**config.mk**
```make
export PLATFORM = sky130hd
export DESIGN_NAME = wb_regfile_stage_flat
export DESIGN_NICKNAME = d
export VERILOG_FILES = /design/src/rtl/wb_regfile_stage_if.sv /design/src/rtl/wb_regfile_stage.sv /design/src/flat_wrapper.sv
export SDC_FILE = /design/constraint.sdc
export NUM_CORES = 1
export LEC_CHECK = 0
export BUFFER_PORTS_ARGS = -buffer_cell sky130_fd_sc_hd__buf_2
export CAP_MARGIN = 0
export CORE_UTILIZATION = 53
export CTS_BUF_LIST = sky130_fd_sc_hd__clkbuf_4
export CTS_CLUSTER_DIAMETER = 30
export DETAILED_ROUTE_END_ITERATION = 10
export GPL_TIMING_DRIVEN = 0
export PLACE_DENSITY = 0.79
export SETUP_SLACK_MARGIN = 0.4
export SYNTH_ARGS = -nofsm -noshare
export SYNTH_HDL_FRONTEND = slang
export SYNTH_SLANG_ARGS = --single-unit
```
**constraint.sdc**
```tcl
create_clock -name clk -period 2.2 [get_ports clk]
set_input_delay 0.44 -clock clk [delete_from_list [all_inputs] [get_ports clk]]
set_output_delay 0.44 -clock clk [all_outputs]
set_load 0.01 [all_outputs]
```
**src/rtl/wb_regfile_stage_if.sv**
```systemverilog
// Bundles the EX-to-WB capture, ID read ports and WB status signals of wb_regfile_stage.
// The master side is the pipeline (EX/ID); the slave side is the write-back stage.
interface wb_regfile_stage_if #(
  parameter int unsigned DATA_W = 8,
  parameter int unsigned ADDR_W = 4,
  parameter int unsigned CNT_W  = 16
);
  logic              ex_valid;
  logic [3:0]        ex_opcode;
  logic [ADDR_W-1:0] ex_rd;
  logic [DATA_W-1:0] ex_result;
  logic [ADDR_W-1:0] rs1_addr;
  logic [ADDR_W-1:0] rs2_addr;
  logic [DATA_W-1:0] rs1_data;
  logic [DATA_W-1:0] rs2_data;
  logic              wb_valid;
  logic              wb_we;
  logic [ADDR_W-1:0] wb_rd;
  logic [DATA_W-1:0] wb_data;
  logic              halted;
  logic [CNT_W-1:0]  retired_cnt;

  modport master (
    output ex_valid, ex_opcode, ex_rd, ex_result, rs1_addr, rs2_addr,
    input  rs1_data, rs2_data, wb_valid, wb_we, wb_rd, wb_data, halted, retired_cnt
  );

  modport slave (
    input  ex_valid, ex_opcode, ex_rd, ex_result, rs1_addr, rs2_addr,
    output rs1_data, rs2_data, wb_valid, wb_we, wb_rd, wb_data, halted, retired_cnt
  );
endinterface

```
**src/rtl/wb_regfile_stage.sv**
```systemverilog
// Write-back stage: WB pipeline register, 16x8 flop register file, retire counter, sticky HALT.
// Optional macro WB_BYPASS_EN forwards the pending WB result onto the read ports.
module wb_regfile_stage #(
  parameter int unsigned DATA_W = 8,
  parameter int unsigned NREGS  = 16,
  parameter int unsigned ADDR_W = 4,
  parameter int unsigned CNT_W  = 16
) (
  input logic               clk,
  input logic               rstn,
  wb_regfile_stage_if.slave bus
);

  localparam logic [3:0] OP_NOP  = 4'h0;
  localparam logic [3:0] OP_HALT = 4'hF;

  logic [DATA_W-1:0] regs_q [NREGS];
  logic              wb_valid_q, wb_valid_d;
  logic              wb_we_q,    wb_we_d;
  logic [ADDR_W-1:0] wb_rd_q,    wb_rd_d;
  logic [DATA_W-1:0] wb_data_q,  wb_data_d;
  logic              halted_q,   halted_d;
  logic [CNT_W-1:0]  cnt_q,      cnt_d;
  logic              capture;
  logic [DATA_W-1:0] rs1_c, rs2_c;

  // Next-state for the WB register, HALT flag and retire counter
  always_comb begin
    capture    = bus.ex_valid && !halted_q;
    wb_valid_d = 1'b0;
    wb_we_d    = 1'b0;
    wb_rd_d    = wb_rd_q;
    wb_data_d  = wb_data_q;
    halted_d   = halted_q;
    cnt_d      = cnt_q;
    if (capture) begin
      wb_valid_d = 1'b1;
      wb_rd_d    = bus.ex_rd;
      wb_data_d  = bus.ex_result;
      wb_we_d    = (bus.ex_opcode != OP_NOP) && (bus.ex_opcode != OP_HALT) &&
                   (bus.ex_rd != '0);
      if (bus.ex_opcode == OP_HALT) halted_d = 1'b1;
      if (cnt_q != '1) cnt_d = cnt_q + CNT_W'(1);
    end
  end

  always_ff @(posedge clk or negedge rstn) begin
    if (!rstn) begin
      wb_valid_q <= 1'b0;
      wb_we_q    <= 1'b0;
      wb_rd_q    <= '0;
      wb_data_q  <= '0;
      halted_q   <= 1'b0;
      cnt_q      <= '0;
    end else begin
      wb_valid_q <= wb_valid_d;
      wb_we_q    <= wb_we_d;
      wb_rd_q    <= wb_rd_d;
      wb_data_q  <= wb_data_d;
      halted_q   <= halted_d;
      cnt_q      <= cnt_d;
    end
  end

  // Commit; r0 is never written so it stays at its reset value of zero
  always_ff @(posedge clk or negedge rstn) begin
    if (!rstn) begin
      for (int i = 0; i < int'(NREGS); i++) regs_q[i] <= '0;
    end else if (wb_we_q && (wb_rd_q != '0)) begin
      regs_q[wb_rd_q] <= wb_data_q;
    end
  end

  always_comb begin
    rs1_c = regs_q[bus.rs1_addr];
`ifdef WB_BYPASS_EN
    if (wb_we_q && (bus.rs1_addr == wb_rd_q)) rs1_c = wb_data_q;
`endif
    if (bus.rs1_addr == '0) rs1_c = '0;
  end

  always_comb begin
    rs2_c = regs_q[bus.rs2_addr];
`ifdef WB_BYPASS_EN
    if (wb_we_q && (bus.rs2_addr == wb_rd_q)) rs2_c = wb_data_q;
`endif
    if (bus.rs2_addr == '0) rs2_c = '0;
  end

  assign bus.rs1_data    = rs1_c;
  assign bus.rs2_data    = rs2_c;
  assign bus.wb_valid    = wb_valid_q;
  assign bus.wb_we       = wb_we_q;
  assign bus.wb_rd       = wb_rd_q;
  assign bus.wb_data     = wb_data_q;
  assign bus.halted      = halted_q;
  assign bus.retired_cnt = cnt_q;

endmodule
```
**src/flat_wrapper.sv**
```systemverilog
// flat-port wrapper written by rule: the top's interface ports become plain ports
module wb_regfile_stage_flat 
#(
  parameter int unsigned DATA_W = 8,
  parameter int unsigned NREGS  = 16,
  parameter int unsigned ADDR_W = 4,
  parameter int unsigned CNT_W  = 16
)
  (clk, rstn, bus_ex_valid, bus_ex_opcode, bus_ex_rd, bus_ex_result, bus_rs1_addr, bus_rs2_addr, bus_rs1_data, bus_rs2_data, bus_wb_valid, bus_wb_we, bus_wb_rd, bus_wb_data, bus_halted, bus_retired_cnt);
  wb_regfile_stage_if #(.DATA_W(DATA_W), .ADDR_W(ADDR_W), .CNT_W(CNT_W)) bus_i ();
  input logic clk;
  input logic rstn;
  input wire logic [$bits(bus_i.ex_valid)-1:0] bus_ex_valid;
  input wire logic [$bits(bus_i.ex_opcode)-1:0] bus_ex_opcode;
  input wire logic [$bits(bus_i.ex_rd)-1:0] bus_ex_rd;
  input wire logic [$bits(bus_i.ex_result)-1:0] bus_ex_result;
  input wire logic [$bits(bus_i.rs1_addr)-1:0] bus_rs1_addr;
  input wire logic [$bits(bus_i.rs2_addr)-1:0] bus_rs2_addr;
  output wire logic [$bits(bus_i.rs1_data)-1:0] bus_rs1_data;
  output wire logic [$bits(bus_i.rs2_data)-1:0] bus_rs2_data;
  output wire logic [$bits(bus_i.wb_valid)-1:0] bus_wb_valid;
  output wire logic [$bits(bus_i.wb_we)-1:0] bus_wb_we;
  output wire logic [$bits(bus_i.wb_rd)-1:0] bus_wb_rd;
  output wire logic [$bits(bus_i.wb_data)-1:0] bus_wb_data;
  output wire logic [$bits(bus_i.halted)-1:0] bus_halted;
  output wire logic [$bits(bus_i.retired_cnt)-1:0] bus_retired_cnt;
  assign bus_i.ex_valid = bus_ex_valid;
  assign bus_i.ex_opcode = bus_ex_opcode;
  assign bus_i.ex_rd = bus_ex_rd;
  assign bus_i.ex_result = bus_ex_result;
  assign bus_i.rs1_addr = bus_rs1_addr;
  assign bus_i.rs2_addr = bus_rs2_addr;
  assign bus_rs1_data = bus_i.rs1_data;
  assign bus_rs2_data = bus_i.rs2_data;
  assign bus_wb_valid = bus_i.wb_valid;
  assign bus_wb_we = bus_i.wb_we;
  assign bus_wb_rd = bus_i.wb_rd;
  assign bus_wb_data = bus_i.wb_data;
  assign bus_halted = bus_i.halted;
  assign bus_retired_cnt = bus_i.retired_cnt;
  wb_regfile_stage #(.DATA_W(DATA_W), .NREGS(NREGS), .ADDR_W(ADDR_W), .CNT_W(CNT_W)) u_core (.clk(clk), .rstn(rstn), .bus(bus_i));
endmodule
```
==> key figures <==
Clocking
  • CTS Sinks: between 150 and 200
  • CTS tree: yes
  • H-Tree Depth: 4
  • Clock buffer depth: 2
  • TritonCTS Buffers: 17
  • Clock latency on the worst-skew pair: 0.58 ns
  • Clock root buffer: clkbuf_4
  • CTS clk-pin slew, worst paths: around 0.15 ns

STA
  • Final Max Tran Viols: 0
  • Total negative slack: -2.212 ns
  • Rel. slew slack: 0.5082
  • Final hold violation count: 0
  • Final worst slack: -0.3102 ns
  • Worst-margin pin slew: ~0.74 ns
  • Fin crit period: roughly 2.5 ns
  • Hold slack final: 0.06473 ns
  • RSZ-0062 raised after global routing: yes
  • F_max: 0.3984 GHz
  • Tcrit/Tclk final: 1.141
  • Clk_skew: 0.02166 ns
  • Final setup vio count: 16

Drt
  • Final wirelength: 21730 um
  • 1st-pass router iterations: 5
  • Vias per cell: 6.167
  • Drt initial violations: 393
  • Total number of vias: 5877
  • Antenna Violating Nets Remaining: 0
  • # DRC: 0
  • Drt wl/cell: around 23 um

Setup path
  • Critical path launch point type: register
  • Slowest cell delay on critical path: around 0.48 ns
  • Max FO, Critical Path: 3
  • Worst Setup End Kind: output port
  • Slowest CP cell: mux4_2
  • Cells along the critical path: mux4_2 > mux2_4 > nand2_2 > o21ai_2 > buf_2
  • CP Class: register to output port
  • WP data arrival: 2.07 ns
  • Data required, critical path: ~1.8 ns

Synth
  • Largest family of logic cells by synthesized area: multiplexers
  • Async SR Flop Fraction: 1.000
  • Ys flop type: dfrtp_1
  • Post-synthesis adder-cell area fraction: 0.001508
  • Cells after Synth: 621
  • Seq/Total Area, Yosys: 0.4796
  • Post-synth EDFFs: 0
  • Yosys warns: 0
  • Cell variety after synth: 44
  • Syn Std Cell Area: 8297 sq um
  • Post-synthesis compound-gate area fraction: 0.03891
  • Post-synthesis mux area share: 0.3499
  • Synthesized area per cell: 13.36 sq um
  • Post-Synth Simple-Gate Area: 0.07902
  • Synth Register Bits: 159
  • Post-Synth XOR/XNOR Area: 0.01583
  • Net Count, Synth: roughly 650

Placement
  • Worst slack, placed: -0.2270 ns
  • Dpl cell area: 9230 sq um
  • DP HPWL: 15210 um
  • Routability cong.: between 0.8 and 0.9
  • Port bufs: 68

Layout
  • Share of layout cells above drive strength 1: 0.5709
  • Layout Nets: 756
  • Final instance area: 10080 sq um
  • Area growth syn-to-layout: 21.47%
  • Commonest non-fill, non-tap cells in the layout: 150 x dfrtp_1, 107 x mux2_2, 68 x buf_2
  • Util after Layout: 0.6605
  • Commonest non-fill, non-tap cell in the layout: dfrtp_1
  • Fillers: 1133

GRT
  • Vias in the first global route: 6172
  • Met1 GRT Util: 0.3702
  • GR peak layer: met2
  • Initial antenna violation count: 1
  • Largest net degree at the start of global routing: between 80 and 90
  • Global-route wire length before repair: approximately 34000 um
  • Tot GR Track Use: 0.2872
  • Met3 Use GR: 0.05360
  • Gr ovfl total: 0
  • M2 GR Usage: 0.4780

Floorplanning
  • Die ar.: 16160 sq um
  • Starting Density: 0.5437
  • I/O Pins: between 70 and 80
  • FP Rows: 45
  • Core Footprint: 15260 sq um
  • Die Y: 127.1 um
  • Die Span X: 127.1 um

Power and ir drop
  • P_leak: 0.004523 uW
  • Peak supply drop: roughly 700 uV
  • Pwr/cell area: 1097 nW/um^2

Status
  • Outcome: finished with violations
  • Violated checks: negative setup slack

Min path
  • Hold Crit Class: input pin to register

Job
  • Max Cap Viol: 0
==> path summary, 6_finish.rpt <==
path / startpoint / slack [ns] / depth (start not counted) / end
worst max-delay path: u_core.regs_q[110] / -0.31 / 5 / bus_rs2_data[6]
worst min-delay path: bus_ex_valid / 0.06 / 2 / u_core.bus.halted
worst max register to register: u_core.bus.wb_rd[3] / 0.26 / 4 / u_core.regs_q[92]
worst min register to register: u_core.regs_q[121] / 0.50 / 1 / u_core.regs_q[121]
max in group asynchronous: rstn / 0.91 / 3 / u_core.regs_q[41]
min in group asynchronous: rstn / 0.45 / 2 / u_core.regs_q[10]
==> cells by family (layout without fill, tap and decap cells) <==
logic type,after synthesis,in the layout
other cells,0,1
fa+ha+maj,1,1
flops,159,159
xor+xnor,15,15
simple gates,125,125
mux,222,222
buf+inv,52,172
compound gates,47,47
==> cell type report <==
class	count	area, sq um	area share
multi-input cells	410	4583	0.4547
clock inverters	15	157.7	0.01564
plain buffers	49	385.4	0.03824
inverters	3	11.26	0.001117
repair buffers	88	556.8	0.05525
flip-flops and latches	159	3990	0.3959
diodes	1	2.502	0.0002483
well taps	211	264.0	0.02619
clock buffers	17	127.6	0.01266
==> power by group <==
group,internal (uW),switching (uW)
logic,2360,1730
clock network,688,1120
registers,4070,1070
total,7130,3930
==> registers in the layout, summed over array words and instances (netlist names) <==
register,flops
u_core.bus.halted,1
u_core.bus.retired_cnt,16
u_core.bus.wb_data,8
u_core.bus.wb_rd,4
u_core.bus.wb_valid,1
u_core.bus.wb_we,1
u_core.regs_q,128
==> per-layer routing <==
layer / routed length, um / share of wire / vias to the layer above
met5: 0 / 0 / -
li1: - / - / 2537
met1: 8985 / 0.41 / 3083
met3: 1096 / 0.050 / 49
met2: 11000 / 0.51 / 208
met4: 653 / 0.030 / 0
==> synth_stat cells, types with 6 or more instances <==
library cell  count  area [sq um]
nor2_1            7         26.28
mux2i_1          47         470.5
and3_1           13         81.33
nand4_1           7         43.79
xnor2_1          11         96.34
nand3_1          15         75.07
buf_4             6         45.04
mux4_2           41         923.4
mux2_2          134          1509
dfrtp_1         159          3979
buf_6             8         90.09
nor2b_1           8         50.05
clkbuf_1         21         78.83
buf_2            12         60.06
nand2_1          43         161.4
nor2_2            9         56.30
o21ai_0           6         30.03
a221oi_1         10         87.58
a21oi_1           8         40.04
==> repair_timing <==
action,in CTS,in global routing
hold buffers,1,0
endpoints found under the hold margin,78,0
buffers inserted,11,7
pin swaps,16,28
endpoints found under the setup margin,19,77
resized for setup,34,73
==> metrics by stage <==
step	total power (uW)	instances
6_report	11050	953
5_1_grt	11650	953
4_1_cts	10700	945
3_5_place_dp	8673	901
3_3_place_gp	8391	900
2_1_floorplan	7437	621
==> critical path, delay by kind of cell (launching register included) <==
kind,cells,cell delay (ns)
DFF,1,0.42
and+or+nand+nor,1,0.08
muxes,2,0.76
buffers and inverters,1,0.16
AOI/OAI and AO/OA,1,0.06
(Power assumes the default switching activity.)
